`src/rtl/qd2_pkg.sv`:
```
// Shared definitions for the serial address path: widths, synchronizer depth
// and the address loader's FSM encoding.
package qd2_pkg;

    localparam int ADDR_W      = 21;
    localparam int BITCNT_W    = 5;
    localparam int SYNC_STAGES = 2;

    // Cycles after reset before the synchronizer and history flops all hold real pin values.
    localparam int WARM_CYCLES = SYNC_STAGES + 1;

    typedef enum logic [1:0] {
        ST_IDLE   = 2'd0,
        ST_SHIFT  = 2'd1,
        ST_COMMIT = 2'd2
    } state_t;

endpackage

```
`src/rtl/sync2.sv`:
```
// Multi-flop synchronizer for a single asynchronous level.
// The reset value is a parameter so each pin can reset to its own idle level.
module sync2
    import qd2_pkg::*;
#(
    parameter logic RST_VAL = 1'b0
) (
    input  logic clk,
    input  logic rst_n,
    input  logic d,
    output logic q
);

    logic [SYNC_STAGES-1:0] ff;

    always_ff @(posedge clk or negedge rst_n) begin
        if (!rst_n) begin
            ff <= {SYNC_STAGES{RST_VAL}};
        end else begin
            ff <= {ff[SYNC_STAGES-2:0], d};
        end
    end

    assign q = ff[SYNC_STAGES-1];

endmodule

```
`src/rtl/addr_loader.sv`:
```
// Address-load stage: counts synchronized sclk edges inside a cs_n frame and commits
// the shift-register word only for exact-length frames; auto-increments between loads.
module addr_loader
    import qd2_pkg::*;
#(
    parameter int DWIDTH = ADDR_W,
    parameter int CNT_W  = BITCNT_W
) (
    input  logic              clk,
    input  logic              rst_n,
    input  logic              sclk,
    input  logic              cs_n,
    input  logic [DWIDTH-1:0] sreg_q,
    input  logic              inc,
    output logic [DWIDTH-1:0] addr,
    output logic              addr_valid,
    output logic              addr_load,
    output logic              frame_err,
    output logic [1:0]        dbg_state,
    output logic [CNT_W-1:0]  dbg_cnt
);

    localparam logic [CNT_W-1:0] CNT_MAX  = '1;
    localparam logic [CNT_W-1:0] CNT_FULL = CNT_W'(DWIDTH);
    localparam logic [1:0]       WARM_MAX = 2'(WARM_CYCLES);

    // Handshake: inc is a single-cycle request, acted on at the next clk edge when
    // addr_valid is set; a commit-load in the same cycle takes priority and the
    // request is dropped. addr_load/frame_err are one-cycle registered pulses.

    logic sclk_s, cs_s;
    logic sclk_h, cs_h;
    logic [1:0] warm_cnt;
    logic warm;
    logic sclk_rise, cs_fall, cs_rise;

    state_t            state_q, state_d;
    logic [CNT_W-1:0]  cnt_q, cnt_d;
    logic              load_d, err_d;

    sync2 #(.RST_VAL(1'b0)) u_sync_sclk (
        .clk   (clk),
        .rst_n (rst_n),
        .d     (sclk),
        .q     (sclk_s)
    );

    sync2 #(.RST_VAL(1'b1)) u_sync_cs (
        .clk   (clk),
        .rst_n (rst_n),
        .d     (cs_n),
        .q     (cs_s)
    );

    // Edges are masked until the reset values have flushed out of the pipeline, so a
    // frame already in progress at reset release never looks like a fresh cs_n fall.
    always_ff @(posedge clk or negedge rst_n) begin
        if (!rst_n) begin
            sclk_h   <= 1'b0;
            cs_h     <= 1'b1;
            warm_cnt <= '0;
        end else begin
            sclk_h <= sclk_s;
            cs_h   <= cs_s;
            if (!warm) begin
                warm_cnt <= warm_cnt + 2'd1;
            end
        end
    end

    assign warm      = (warm_cnt == WARM_MAX);
    assign sclk_rise = warm &  sclk_s & ~sclk_h;
    assign cs_fall   = warm & ~cs_s   &  cs_h;
    assign cs_rise   = warm &  cs_s   & ~cs_h;

    always_ff @(posedge clk or negedge rst_n) begin
        if (!rst_n) begin
            state_q <= ST_IDLE;
            cnt_q   <= '0;
        end else begin
            state_q <= state_d;
            cnt_q   <= cnt_d;
        end
    end

    always_comb begin
        state_d = state_q;
        cnt_d   = cnt_q;
        load_d  = 1'b0;
        err_d   = 1'b0;
        unique case (state_q)
            ST_IDLE: begin
                if (cs_fall) begin
                    cnt_d   = '0;
                    state_d = ST_SHIFT;
                end
            end
            ST_SHIFT: begin
                // Saturate so an overlong frame can never alias back to an exact count.
                if (sclk_rise && (cnt_q != CNT_MAX)) begin
                    cnt_d = cnt_q + 1'b1;
                end
                if (cs_rise) begin
                    state_d = ST_COMMIT;
                end
            end
            ST_COMMIT: begin
                if (cnt_q == CNT_FULL) begin
                    load_d = 1'b1;
                end else begin
                    err_d = 1'b1;
                end
                state_d = ST_IDLE;
            end
            default: begin
                state_d = ST_IDLE;
            end
        endcase
    end

    always_ff @(posedge clk or negedge rst_n) begin
        if (!rst_n) begin
            addr       <= '0;
            addr_valid <= 1'b0;
            addr_load  <= 1'b0;
            frame_err  <= 1'b0;
        end else begin
            addr_load <= load_d;
            frame_err <= err_d;
            if (load_d) begin
                addr       <= sreg_q;
                addr_valid <= 1'b1;
            end else if (inc && addr_valid) begin
                addr <= addr + 1'b1;
            end
        end
    end

    assign dbg_state = state_q;
    assign dbg_cnt   = cnt_q;

endmodule
```
`config.mk`:
```
export PLATFORM = sky130hd
export DESIGN_NAME = addr_loader
export DESIGN_NICKNAME = d
export VERILOG_FILES = /design/src/rtl/qd2_pkg.sv /design/src/rtl/sync2.sv /design/src/rtl/addr_loader.sv
export SDC_FILE = /design/constraint.sdc
export NUM_CORES = 1
export LEC_CHECK = 0
export BUFFER_PORTS_ARGS = -buffer_cell sky130_fd_sc_hd__buf_2
export CORE_ASPECT_RATIO = 0.8
export CORE_MARGIN = 5
export CORE_UTILIZATION = 55
export DETAILED_ROUTE_END_ITERATION = 7
export GPL_ROUTABILITY_DRIVEN = 1
export PLACE_DENSITY = 0.84
export SETUP_SLACK_MARGIN = 0.1
export SLEW_MARGIN = 20
export SYNTH_ARGS = -nofsm -noshare
export SYNTH_HDL_FRONTEND = slang
export SYNTH_SLANG_ARGS = --single-unit
```
`constraint.sdc`:
```
create_clock -name clk -period 5.6 [get_ports clk]
set_input_delay 0.28 -clock clk [delete_from_list [all_inputs] [get_ports clk]]
set_output_delay 0.28 -clock clk [all_outputs]
set_load 0.1 [all_outputs]
```
==> summary.md <==
| Metric | Value |
|---|---|
| Final cycle utilization of the critical path | 42.6% |
| IO Count | 57 |
| Mean area per synthesized cell | 9.99 um2 |
| Fin crit period | 2.39 ns |
| Routability cong. | 0.786 |
| Worst endpoint required time | 5.83 ns |
| # resized after CTS | 0 |
| Async set or reset register ratio after synthesis | 100% |
| Max Cap Viol | 0 |
| Die span in x | 75.9 um |
| Place WS | 3.21 ns |
| CTS max path bufs | 2 |
| Final hold vios | 0 |
| Clk_skew | 0.00597 ns |
| P&R area growth vs syn | 22.1% |
| Top-count cell post-synth | dfrtp_1 |
| Cts bufs inserted | 5 |
| Synth Register Bits | 39 |
| Net Count, Synth | 222 |
| Drt first pass iters | 4 |
| Type of origin of the critical path | flip-flop |
| Die H | 62.7 um |
| Fin nets | 279 |
| Post-synth EDFFs | 0 |
| Cells after Synth | 191 |
| Leakage | 1.10 nW |
| Rows | 19 |
| Largest net degree at the start of global routing | 40 |
| WP depth | 6 |
| Buffer count from post-CTS setup fixing | 0 |
| Number of remaining DRC errors | 0 |
| RSZ-0062 raised after global routing | false |
| Min setup slack post-route | 3.21 ns |
| Port bufs | 56 |
| CTS tree | built |
| Buffer and inverter count on the worst path | 1 |
| Finish-stage setup viols | 0 |
| Register area share after synthesis | 51.3% |
| Worst slew pin tran | 0.838 ns |
| Fin cells | 291 |
| Initial antenna violation count | 0 |
| Register-to-Register Path Depth | 6 |
| Worst VDD drop | 0.203 mV |
| Maximum fanout along the worst path | 27 |
| Worst path cell trace | ha_1 > and4b_1 > nand2_1 > inv_2 > or4_1 > nand3_1 |
| Vias in the first global route | 1653 |
| Final WL | 4200 um |
| Starting DRC count in detailed routing | 120 |
| Placed cell count | 283 |
| First-pass GRT wire length | 7160 um |
| CP Class | reg2reg |
| Core Box Area | 3400 um2 |
| Number of antenna diodes | 0 |
| Synth top area share | 47.2% |
| Largest stage delay, worst path | 0.57 ns |
| Mapped cell area | 1910 um2 |
| Critical path's top delay family | simple AND/OR/NAND/NOR gates |
| Synth area leaders | dfrtp_1 47%, nand2_1 4.3%, dfstp_2 4.1%, or4_1 3.9%, o21ai_1 3.4% |
| WP data arrival | 2.61 ns |
| Post-route ant nets | 0 |
| Via density | 5.63 |
| Slew HR | 44.2% |
| Avg WL per Cell | 14.4 um |
| Total GRT Usage | 19.4% |
| Yosys warns | 0 |
| Setup_tns | 0 ns |
| Hold buffers post-CTS | 0 |
| Total number of vias | 1637 |
| Max-slew violations | 0 |
| Sink Count | 39 |
| FMAX | 419 MHz |
| Post-synth top cells | 36 x dfrtp_1, 22 x nand2_1, 14 x nor2_1, 13 x o21ai_1, 10 x or4_1 |
| Hold crit path type | in2async |
| Run status | complete, no violations |
| Yosys cell types | 37 |
| Crit-path slowest cell | or4_1 |
| Clock-pin transition on the worst setup and hold timing paths | 0.08 ns |
| Clock latency on the worst-skew pair | 0.29 ns |
| Starting Density | 56.1% |
| Layout cell share with drive strength beyond 1 | 30.1% |
| CTS H-Tree Depth | 2 |
| Leading area contributor after synthesis | dfrtp_1 |
| Critical path endpoint category | flip-flop |
| Clock root buffer | clkbuf_8 |
| Power Dens Cells | 288 nW/um2 |
| Full die area | 4750 um2 |
| Post-synth top flop | dfrtp_1 |
| Dpl hpwl | 3050 um |
| Global route total overflow | 0 |
final cells by class:
type | instances | area (um2)
clock buffer | 5 | 68.8
clock inverter | 3 | 43.8
fill | 287 | 1070
inverter | 7 | 26.3
multi-input combinational | 139 | 878
sequential | 39 | 980
tap | 42 | 52.6
timing repair buffer | 56 | 280
per-stage QoR:
step	util [%]	power (mW)	instance area, um2	hold WS [ns]
after floorplan	-	0.412	1910	-0.0156
after global placement	65.2	0.443	2220	0.333
after detailed placement	65.2	0.446	2220	0.340
after CTS	68.5	0.677	2330	0.0733
after global routing	68.5	0.699	2330	0.0640
final	68.5	0.672	2330	0.0856
where the power goes:
group	switching (mW)	internal [mW]	total, mW
Sequential	0.0143	0.295	0.309
Clock	0.0999	0.133	0.233
Combinational	0.104	0.0264	0.130
Total	0.218	0.454	0.672
registers in the layout, indices dropped and copies added, names as in the netlist:
name,count
addr,21
addr_valid,1
addr_load,1
frame_err,1
dbg_state,2
u_sync_sclk.ff,2
u_sync_cs.ff,2
warm_cnt,2
dbg_cnt,5
sclk_h,1
cs_h,1
layer usage:
metal  up-vias  track usage (%)  share of wire [%]
li1        807                -                  -
met1       776             26.6                 46
met2        50             28.5                 47
met3         4             5.63                5.8
met4         0             7.42               0.74
met5         -                0                  0
logic make-up after synthesis:
family	share of synthesized area [%]
AO/OA/AOI/OAI	11.3
XOR/XNOR	5.51
adder cells (fa/ha/maj)	3.28
buffers and inverters	2.62
flip-flops	51.3
multiplexers	1.70
AND/OR/NAND/NOR	24.2
layout by cell type, fill, tap and decap left out, types with 2 or more instances in the layout:
cell and n:
ha_1 5, nand3_2 2, nor2b_1 2, o211ai_1 2
and4_1 3, o21ai_1 13, and3_1 2, dfrtp_1 36
nor3_1 5, xor2_1 5, nand3_1 7, nor4_1 2
inv_1 5, or4_1 10, nand2_1 22, nor2_1 14
or3_1 3, buf_2 56, mux2_2 2, o31ai_1 6
inv_2 2, xnor2_1 7, nand2b_1 2, a21oi_1 2
a31oi_1 8, nand4_1 6, clkbuf_8 5, dfstp_2 3
final timing paths:
kind / slack [ns] / startpoint / end
max reg2reg: 3.21 / dbg_cnt[0]$_DFFE_PN0P_ / addr[10]$_DFFE_PN0P_
max: 3.21 / dbg_cnt[0]$_DFFE_PN0P_ / addr[10]$_DFFE_PN0P_
max in group asynchronous: 4.98 / rst_n / dbg_cnt[3]$_DFFE_PN0P_
min: 0.09 / rst_n / addr[1]$_DFFE_PN0P_
min in group clk: 0.09 / cs_n / u_sync_cs.ff[0]$_DFF_PN1_
min reg2reg: 0.36 / u_sync_sclk.ff[0]$_DFF_PN0_ / u_sync_sclk.ff[1]$_DFF_PN0_
Power figures use the tool's default switching activity.
